`src/rtl/spi_flash_responder.sv`:
```
// spi_flash_responder: SPI flash-style target (single/dual/quad reads, single writes, READ ID)
// oversampling the SPI pins on clk and serving data through a word-wide backend port.
module spi_flash_responder #(
   parameter int          DUMMY_CYCLES = 8,
   parameter logic [23:0] JEDEC_ID     = 24'hC22017
) (
   input  logic        clk,
   input  logic        rst_n,
   input  logic        sclk,
   input  logic        cs_n,
   input  logic [3:0]  io_in,
   output logic [3:0]  io_out,
   output logic [3:0]  io_oe,
   output logic        rd_req,
   output logic [23:0] rd_addr,
   input  logic        rd_ack,
   input  logic [31:0] rd_data,
   output logic        wr_en,
   output logic [23:0] wr_addr,
   output logic [31:0] wr_data,
   output logic        busy,
   output logic        underrun,
   output logic        cmd_err
);
   typedef enum logic [2:0] {IDLE, CMD, ADDR, DUMMY, RDATA, WDATA, ID, IGNORE} state_t;

   state_t      state_q, state_d;
   logic [2:0]  sclk_q;
   logic [1:0]  cs_q, io_q;
   logic [5:0]  cnt_q, cnt_d;
   logic [7:0]  cmd_q, cmd_d;
   logic [23:0] addr_q, addr_d, rd_addr_q, rd_addr_d, wr_addr_q, wr_addr_d;
   logic [31:0] shift_q, shift_d, hold_q, hold_d, wr_data_q, wr_data_d;
   logic [3:0]  io_out_q, io_out_d, io_oe_q, io_oe_d;
   logic        hold_v_q, hold_v_d, pend_q, pend_d;
   logic        rd_req_q, rd_req_d, wr_en_q, wr_en_d, underrun_q, underrun_d, cmd_err_q, cmd_err_d;

   logic        rise, fall, quad, dual, rd_cmd;
   logic [7:0]  cmd_sh;
   logic [23:0] addr_sh;
   logic [31:0] wsh, word;
   logic [5:0]  last;

   assign rise    = sclk_q[1] & ~sclk_q[2];
   assign fall    = ~sclk_q[1] & sclk_q[2];
   assign cmd_sh  = {cmd_q[6:0], io_q[1]};
   assign addr_sh = {addr_q[22:0], io_q[1]};
   assign wsh     = {shift_q[30:0], io_q[1]};
   assign quad    = cmd_q == 8'h6B;
   assign dual    = cmd_q == 8'h3B;
   assign rd_cmd  = cmd_q inside {8'h03, 8'h0B, 8'h3B, 8'h6B};
   assign last    = quad ? 6'd7 : dual ? 6'd15 : 6'd31;
   // Word start loads the prefetched word, or all ones if the backend has not delivered
   assign word    = cnt_q != 6'd0 ? shift_q : hold_v_q ? hold_q : '1;

   always_comb begin
      state_d    = state_q;
      cnt_d      = cnt_q;
      cmd_d      = cmd_q;
      addr_d     = addr_q;
      shift_d    = shift_q;
      hold_d     = hold_q;
      hold_v_d   = hold_v_q;
      pend_d     = pend_q;
      io_out_d   = io_out_q;
      io_oe_d    = io_oe_q;
      rd_req_d   = 1'b0;
      rd_addr_d  = rd_addr_q;
      wr_en_d    = 1'b0;
      wr_addr_d  = wr_en_q ? wr_addr_q + 24'd4 : wr_addr_q;
      wr_data_d  = wr_data_q;
      underrun_d = 1'b0;
      cmd_err_d  = 1'b0;
      if (rd_ack && pend_q) begin
         hold_d   = rd_data;
         hold_v_d = 1'b1;
         pend_d   = 1'b0;
      end
      if (cs_q[1]) begin
         state_d  = IDLE;
         cnt_d    = '0;
         io_oe_d  = '0;
         io_out_d = '0;
         hold_v_d = 1'b0;
         pend_d   = 1'b0;
      end else begin
         case (state_q)
            IDLE: begin
               state_d = CMD;
               cnt_d   = '0;
            end
            CMD: if (rise) begin
               cmd_d = cmd_sh;
               cnt_d = cnt_q + 6'd1;
               if (cnt_q == 6'd7) begin
                  cnt_d     = '0;
                  shift_d   = {JEDEC_ID, 8'hFF};
                  state_d   = cmd_sh == 8'h9F ? ID :
                              cmd_sh inside {8'h03, 8'h0B, 8'h3B, 8'h6B, 8'h02} ? ADDR : IGNORE;
                  cmd_err_d = !(cmd_sh inside {8'h03, 8'h0B, 8'h3B, 8'h6B, 8'h02, 8'h9F});
               end
            end
            ADDR: if (rise) begin
               addr_d = addr_sh;
               cnt_d  = cnt_q + 6'd1;
               if (cnt_q == 6'd23) begin
                  cnt_d = '0;
                  if (rd_cmd) begin
                     rd_req_d  = 1'b1;
                     rd_addr_d = {addr_sh[23:2], 2'b00};
                     pend_d    = 1'b1;
                     hold_v_d  = 1'b0;
                     state_d   = cmd_q == 8'h03 ? RDATA : DUMMY;
                  end else begin
                     wr_addr_d = {addr_sh[23:2], 2'b00};
                     state_d   = WDATA;
                  end
               end
            end
            DUMMY: if (rise) begin
               cnt_d = cnt_q + 6'd1;
               if (cnt_q == 6'(DUMMY_CYCLES - 1)) begin
                  cnt_d   = '0;
                  state_d = RDATA;
               end
            end
            RDATA: if (fall) begin
               io_out_d = quad ? word[31:28] : dual ? {2'b00, word[31:30]} : {2'b00, word[31], 1'b0};
               io_oe_d  = quad ? 4'hF : dual ? 4'h3 : 4'h2;
               shift_d  = quad ? word << 4 : dual ? word << 2 : word << 1;
               cnt_d    = cnt_q == last ? 6'd0 : cnt_q + 6'd1;
               if (cnt_q == 6'd0) begin
                  hold_v_d   = 1'b0;
                  underrun_d = !hold_v_q;
                  rd_req_d   = 1'b1;
                  rd_addr_d  = rd_addr_q + 24'd4;
                  pend_d     = 1'b1;
               end
            end
            WDATA: if (rise) begin
               shift_d = wsh;
               cnt_d   = cnt_q == 6'd31 ? 6'd0 : cnt_q + 6'd1;
               if (cnt_q == 6'd31) begin
                  wr_en_d   = 1'b1;
                  wr_data_d = wsh;
               end
            end
            ID: if (fall) begin
               io_out_d = {2'b00, shift_q[31], 1'b0};
               io_oe_d  = 4'b0010;
               shift_d  = {shift_q[30:0], 1'b1};
            end
            default: ;
         endcase
      end
   end

   always_ff @(posedge clk or negedge rst_n) begin
      if (!rst_n) begin
         sclk_q     <= '0;
         cs_q       <= '1;
         io_q       <= '0;
         state_q    <= IDLE;
         cnt_q      <= '0;
         cmd_q      <= '0;
         addr_q     <= '0;
         shift_q    <= '0;
         hold_q     <= '0;
         hold_v_q   <= 1'b0;
         pend_q     <= 1'b0;
         io_out_q   <= '0;
         io_oe_q    <= '0;
         rd_req_q   <= 1'b0;
         rd_addr_q  <= '0;
         wr_en_q    <= 1'b0;
         wr_addr_q  <= '0;
         wr_data_q  <= '0;
         underrun_q <= 1'b0;
         cmd_err_q  <= 1'b0;
      end else begin
         sclk_q     <= {sclk_q[1:0], sclk};
         cs_q       <= {cs_q[0], cs_n};
         io_q       <= {io_q[0], io_in[0]};
         state_q    <= state_d;
         cnt_q      <= cnt_d;
         cmd_q      <= cmd_d;
         addr_q     <= addr_d;
         shift_q    <= shift_d;
         hold_q     <= hold_d;
         hold_v_q   <= hold_v_d;
         pend_q     <= pend_d;
         io_out_q   <= io_out_d;
         io_oe_q    <= io_oe_d;
         rd_req_q   <= rd_req_d;
         rd_addr_q  <= rd_addr_d;
         wr_en_q    <= wr_en_d;
         wr_addr_q  <= wr_addr_d;
         wr_data_q  <= wr_data_d;
         underrun_q <= underrun_d;
         cmd_err_q  <= cmd_err_d;
      end
   end

   assign io_out   = io_out_q;
   assign io_oe    = io_oe_q;
   assign rd_req   = rd_req_q;
   assign rd_addr  = rd_addr_q;
   assign wr_en    = wr_en_q;
   assign wr_addr  = wr_addr_q;
   assign wr_data  = wr_data_q;
   assign busy     = ~cs_q[1];
   assign underrun = underrun_q;
   assign cmd_err  = cmd_err_q;
endmodule

```
`config.mk`:
```
export PLATFORM = sky130hd
export DESIGN_NAME = spi_flash_responder
export DESIGN_NICKNAME = d
export VERILOG_FILES = /design/src/rtl/spi_flash_responder.sv
export SDC_FILE = /design/constraint.sdc
export NUM_CORES = 1
export LEC_CHECK = 0
export ABC_AREA = 1
export BUFFER_PORTS_ARGS = -buffer_cell sky130_fd_sc_hd__buf_2
export CORE_ASPECT_RATIO = 1.25
export CORE_UTILIZATION = 50
export DETAILED_ROUTE_END_ITERATION = 8
export PLACE_DENSITY = 0.73
export SLEW_MARGIN = 10
export SYNTH_ARGS = -nofsm -noshare
export SYNTH_HDL_FRONTEND = slang
export SYNTH_SLANG_ARGS = --single-unit
```
`constraint.sdc`:
```
create_clock -name clk -period 1.7 [get_ports clk]
set_input_delay 0.085 -clock clk [delete_from_list [all_inputs] [get_ports clk]]
set_output_delay 0.085 -clock clk [all_outputs]
set_load 0.05 [all_outputs]
```
==> impl_metrics.yaml, run 1 <==
sta:
  rsz0062_at_grt: "yes"
  hold_violations: 0
  holdWs_ns: 0.157
  finalClockSkew_ns: 0.00781
  finalSetupViolCount: 48
  period_needed_ns: 1.81
  fmax_mhz: 553
  finalCritPeriodShare_pct: 106
  maxSlewViolCount: 0
  setup_ws_ns: -0.107
  timing.setup.tns_ns: -1.26
synthesis:
  synth-edff-count: 0
  ys_ff_latch: 200
  async_flop_share_pct: 100
  synth_ff_type: "dfrtp_1"
  synthesis.yosys.warnings: 0
  ys_types: 52
  yosysSeqAreaShare_pct: 46.4
  syn_inst: 1440
  syn_avg_cell_area_um2: 7.50
  synth.cell_area_mm2: 0.0108
power_and_ir_drop:
  vdd_drop_max_mv: 0.717
  powerDensity_mw_per_mm2: 1070
  p_leak_uw: 0.00686
global_routing:
  grt_overflow: 0
  grt_usage_pct: 26.8
  antenna_found_initial: 0
  grt_pass1_wl_mm: 47.4
  grt_max_degree: 65
  grt_pass1_vias: 9738
route:
  ant_nets: 0
  drt_pre_antenna_iters: 5
  wirelength_mm: 33.6
  via_count: 10834
  met3WireLength_mm: 1.92
  viasPerCell: 5.48
  routed.top_layer: "met4"
  dr_wl_met2_mm: 17.3
  drc: 0
  met1Wirelength_mm: 12.8
  wire_per_inst_um: 17.0
  drtIter0Drc: 890
die:
  dieArea_mm2: 0.0222
  fp.coreArea_mm2: 0.0210
  row_count: 59
  die_width_um: 133
  die_h_um: 166
  initial_core_util_pct: 51.5
  io_pins: 134
clock_network:
  clk_pin_slew_ns: 0.07
  cts_root_buffer: "clkbuf_16"
  numCtsBuffers: 17
  insertion_delay_ns: 0.44
  clockBufferDepth: 2
  h-tree-depth: 4
  clock-sinks: 200
  cts_tree: "built"
status:
  status: "finished, violations left"
  violations: "negative setup slack"
setup_path:
  crit_arrival_ns: 2.17
  setup.worst_path.start_class: "flip-flop"
  crit_slowest_cell: "dfrtp_1"
  critPathKind: "flip-flop to flip-flop"
  cp_max_fo: 7
  cp.required_ns: 2.07
  crit_path_max_incr_delay_ns: 0.42
  cp_cell_sequence: "inv_2 > nand2_2 > nor2_2 > nand2_4 > nand3_4 > buf_6 > nor3_4 > buf_4 > buf_8 > nor2_4 > a21oi_1"
  end_kind: "flip-flop"
hold_path:
  hold_path.class: "input port to async pin"
final_layout:
  area_growth_pct: 35.9
  drive_gt1_share_pct: 31.5
  layout.nets: 1735
  design_area_mm2: 0.0147
  diodes: 0
  nFillCells: 1607
job:
  cap_viol_max_count: 0
placed_design:
  dpl.hpwl_mm: 20.8
  placed_area_mm2: 0.0124
  dp_slack_ns: -0.0969
  gp_congestion: 0.941
  port_buffers: 126
## synth_stat cells (7+ instances only)
master	count	share of area, %
a21oi_2	10	0.81
buf_2	18	0.83
nor3_1	12	0.56
buf_4	10	0.69
o21ai_1	37	1.7
inv_1	145	5.0
inv_2	11	0.38
o21ai_0	144	6.7
o21ai_2	7	0.57
buf_6	8	0.83
xor2_1	12	0.97
nand3_1	67	3.1
nand2_1	450	16
and3_1	12	0.69
a21oi_1	65	3.0
clkbuf_1	33	1.1
dfrtp_1	198	46
nor2_1	91	3.2
nand4_1	39	2.3
## registers in the layout, summed over array words and instances (netlist names), 2 cells and up
name     flops
addr_q      23
cmd_q        8
cnt_q        6
cs_q         2
hold_q      32
io_oe        3
io_out       4
io_q         2
rd_addr     22
sclk_q       3
shift_q     32
state_q      3
wr_addr     22
wr_data     32
## metal layers
metal  vias up  track usage, %
met5         -               0
met4         0            9.63
met3       121            3.48
met2       483            48.0
met1      5085            32.6
li1       5145               -
## critical path, delay by kind of cell (launching register included)
kind	cells	cell delay [ns]
AOI/OAI and AO/OA	1	0.11
buffers and inverters	4	0.51
DFF	1	0.42
and+or+nand+nor	6	0.69
## path summary, 6_finish.rpt
check	startpoint	endpoint	slack, ns	depth (start not counted)
worst max-delay path	cmd_q[6]	wr_addr[13]	-0.11	11
worst min-delay path	rst_n	hold_q[8]	0.16	2
worst max register to register	cmd_q[6]	wr_addr[13]	-0.11	11
worst min register to register	sclk_q[0]	sclk_q[1]	0.35	0
max in group asynchronous	rst_n	io_out[3]	0.78	3
min in group clk	io_in[0]	io_q[0]	0.28	2
## layout make-up
cell class / instances / area, um^2 / area share [%]
Inverter: 158 / 618 / 4.21
Tap cell: 274 / 343 / 2.33
Timing Repair inverter: 1 / 11.3 / 0.0767
Sequential cell: 200 / 5040 / 34.3
Clock inverter: 13 / 208 / 1.41
Multi-Input combinational cell: 1014 / 5530 / 37.7
Clock buffer: 19 / 443 / 3.02
Timing Repair Buffer: 298 / 2500 / 17.0
## stage by stage
step / cells / utilization (%) / total power, uW
after floorplan: 1443 / - / 8750
after CTS: 1940 / 64.4 / 14800
after detailed placement: 1865 / 59.0 / 10200
final: 1977 / 70.0 / 15700
after global placement: 1865 / 59.0 / 10000
after global routing: 1977 / 70.0 / 16400
## report_power, final
part | switching (uW) | leakage (uW) | internal [uW]
Clock | 1920 | 0.000316 | 2560
Combinational | 3020 | 0.00395 | 1810
Sequential | 725 | 0.00260 | 5660
Total | 5670 | 0.00686 | 10000
## cell usage in the layout, fill, tap and decap left out, types with 27 or more instances in the layout
cell type,n
o21ai_1,67
o21ai_0,88
dfrtp_1,174
o21ai_2,31
a21oi_2,30
nand2_2,40
nand2_1,403
buf_4,86
clkbuf_16,27
a21oi_1,45
nand3_1,55
buf_2,125
nand4_1,39
dlygate4sd3_1,37
inv_1,134
nor2_1,58
## logic make-up (layout without fill, tap and decap cells)
group           count (synthesis)  in the layout  share of synthesized area, %
flops                         200            200                          46.4
other cells                     1              4                        0.0347
xor+xnor                       17             17                          1.38
simple gates                  710            711                          28.8
compound gates                278            278                          13.8
buf+inv                       230            489                          9.14
fa+ha+maj                       4              4                         0.463
## timing repair
action | 4_1_cts | 5_1_grt
setup endpoints to repair | 89 | 121
cloned | 0 | 19
buffers inserted | 6 | 19
hold endpoints to repair | 122 | 0
gates resized for setup | 29 | 256
hold buffers | 37 | 0
pin swaps | 3 | 23
No activity file was read; power rests on OpenSTA's default activity.
==> run 2, diff against run 1 <==
--- a/config.mk
+++ b/config.mk
@@ -7,10 +7,12 @@
 export LEC_CHECK = 0
 export ABC_AREA = 1
 export BUFFER_PORTS_ARGS = -buffer_cell sky130_fd_sc_hd__buf_2
+export CELL_PAD_IN_SITES_DETAIL_PLACEMENT = 1
+export CELL_PAD_IN_SITES_GLOBAL_PLACEMENT = 2
 export CORE_ASPECT_RATIO = 1.25
-export CORE_UTILIZATION = 50
+export CORE_UTILIZATION = 31
 export DETAILED_ROUTE_END_ITERATION = 8
-export PLACE_DENSITY = 0.73
+export PLACE_DENSITY_LB_ADDON = 0.1
 export SLEW_MARGIN = 10
 export SYNTH_ARGS = -nofsm -noshare
 export SYNTH_HDL_FRONTEND = slang
==> run 2 against run 1 <==
Against the previous run:
- the run still ends with negative setup slack left
- via count shrank 3.2%
- utilization shrank 26 points
- non-clock buffer count grew 7
- flip-flop and latch count is the same
- register-to-register slack gained 0.02 ns
- clock skew grew 0.0019 ns
- critical path depth is the same
- sequential share of layout area shrank 0.94 points
- cell count grew 10%
- design area grew 2.8%
- power is essentially flat
- clock power shrank 7.4%
==> impl_metrics.yaml, run 2 (synthesized netlist as in run 1, its figures left out) <==
placed_design:
  dpl.hpwl_mm: 26.4
  port_buffers: 126
  gp_congestion: 0.845
setup_path:
  crit_arrival_ns: 2.13
  rr_startpoint: "cnt_q[1]"
  cp_num_buf_inv: 4
  critPathTopFamily: "simple AND/OR/NAND/NOR gates"
  critPathKind: "flip-flop to flip-flop"
  crit_path_max_incr_delay_ns: 0.39
  r2r_cells: 11
  critPathMostFrequentCell: "buf_6"
  setup.worst_path.start_class: "flip-flop"
  cp_max_fo: 5
  cp.required_ns: 2.05
  reg2reg_to: "wr_addr[3]"
  end_kind: "flip-flop"
  critPathLaunch: "cnt_q[1]"
  cp_cell_sequence: "buf_6 > ha_4 > nand2_4 > nor2_4 > nand3_4 > nor3_4 > buf_12 > clkinvlp_4 > buf_6 > nand2_2 > o21ai_2"
  crit_end: "wr_addr[3]"
  reg2reg_slack_ns: -0.08
  crit_cells: 11
  crit_slowest_cell: "dfrtp_1"
final_layout:
  drive_gt1_share_pct: 31.1
  layout.nets: 1741
  area_growth_pct: 39.7
  layout_common_cells: "nand2_1, dfrtp_1, inv_1"
  mostFrequentLayoutCell: "nand2_1"
  diodes: 0
power_and_ir_drop:
  power_frac_seq_pct: 40.4
  power_frac_comb_pct: 33.2
  p_int_uw: 9850
  sw_frac_of_total_pct: 37.3
  clkPwrFrac_pct: 26.4
  powerDensity_mw_per_mm2: 1040
  p_switching_uw: 5870
  vdd_drop_max_mv: 0.576
  p_leak_uw: 0.00695
  totalPowerFinal_uw: 15700
clock_network:
  numCtsBuffers: 17
  clockBufferDepth: 2
  insertion_delay_ns: 0.46
  cts_root_buffer: "clkbuf_16"
  cts_tree: "built"
  clk_pin_slew_ns: 0.07
  clock-sinks: 200
  h-tree-depth: 4
sta:
  hold_violations: 0
  period_needed_ns: 1.78
  maxSlewViolCount: 0
  holdWs_ns: 0.139
  finalClockSkew_ns: 0.00975
  setup_ws_ns: -0.0844
  fmax_mhz: 560
  finalCritPeriodShare_pct: 105
  rsz0062_at_grt: "yes"
  finalSetupViolCount: 59
status:
  status: "finished, violations left"
  violations: "negative setup slack"
die:
  die_width_um: 169
  io_pins: 134
  fp.coreArea_mm2: 0.0344
  initial_core_util_pct: 31.4
  dieArea_mm2: 0.0356
  row_count: 76
  die_h_um: 211
route:
  drt_pre_antenna_iters: 4
  via_count: 10492
  ant_nets: 0
  viasPerCell: 4.82
  drc: 0
  wire_per_inst_um: 17.5
  drtIter0Drc: 499
  wirelength_mm: 38.0
global_routing:
  grt_pass1_wl_mm: 59.9
  grt_max_degree: 66
  antenna_found_initial: 0
  grt_overflow: 0
  grt_pass1_vias: 11026
  grt_usage_pct: 21.7
job:
  cap_viol_max_count: 0
hold_path:
  hold_path.class: "input port to async pin"
-- run 2: cell count changes in the layout (fill, tap and decap cells not counted), sizes merged --
cell | before | now
buf | 250 | 260
bufinv | 4 | 2
clkinv | 4 | 5
clkinvlp | 3 | 7
inv | 161 | 155
nand3 | 75 | 74
-- run 2: worst min-delay path by stage --
stage	start	endpoint
after floorplan	rst_n	addr_q[0]
after global placement	rst_n	wr_addr[22]
after detailed placement	rst_n	wr_addr[20]
after CTS	rst_n	wr_addr[20]
after global routing	rst_n	wr_addr[20]
final	rst_n	wr_addr[20]
-- run 2: routing by layer --
| metal | up-vias | GRT usage, % | routed length (um) |
|---|---|---|---|
| li1 | 5141 | - | - |
| met1 | 5152 | 26.2 | 16200 |
| met2 | 154 | 39.7 | 20200 |
| met3 | 45 | 2.40 | 721 |
| met4 | 0 | 7.61 | 924 |
| met5 | - | 0 | 0 |
-- run 2: layout make-up --
class	instances	area [um^2]
Inverter	158	621
Timing Repair inverter	1	7.51
Clock buffer	22	454
Sequential cell	200	5030
Tap cell	468	586
Multi-Input combinational cell	1013	5590
Fill cell	4200	19300
Clock inverter	10	121
Timing Repair Buffer	305	2680
-- run 2: power groups by stage --
| stage | logic [uW] | registers [uW] | clock network (uW) |
|---|---|---|---|
| floorplan | 2360 | 6390 | 0 |
| global placement | 4100 | 6350 | 0 |
| detailed placement | 4190 | 6370 | 0 |
| CTS | 4760 | 6290 | 4290 |
| global route | 5740 | 6460 | 4440 |
| finish | 5220 | 6350 | 4150 |
-- run 2: what timing repair did --
action | in CTS | in global routing
hold buffers | 37 | 0
setup endpoints to repair | 108 | 123
resized for setup | 106 | 184
setup buffers | 18 | 8
endpoints found under the hold margin | 234 | 0
cloned | 6 | 10
pin swaps | 7 | 46
-- run 2: worst register-to-register path, delay by kind of cell, from the launching register on --
kind | cells | cell delay (ns)
AO/OA/AOI/OAI | 1 | 0.05
buffers and inverters | 4 | 0.50
flip-flops | 1 | 0.39
AND/OR/NAND/NOR | 5 | 0.60
adder cells (fa/ha/maj) | 1 | 0.14
-- run 2: through the flow --
stage / TNS [ns] / util, % / area, um^2 / setup WS (ns) / std cells
after floorplan: 0 / - / 10900 / 0.00162 / 1443
after global placement: -3.68 / 37.3 / 12800 / -0.168 / 2083
after detailed placement: -5.07 / 37.3 / 12800 / -0.159 / 2083
after CTS: -0.327 / 41.6 / 14300 / -0.0400 / 2173
after global routing: -11.79 / 43.8 / 15100 / -0.161 / 2177
final: -1.67 / 43.8 / 15100 / -0.0844 / 2177
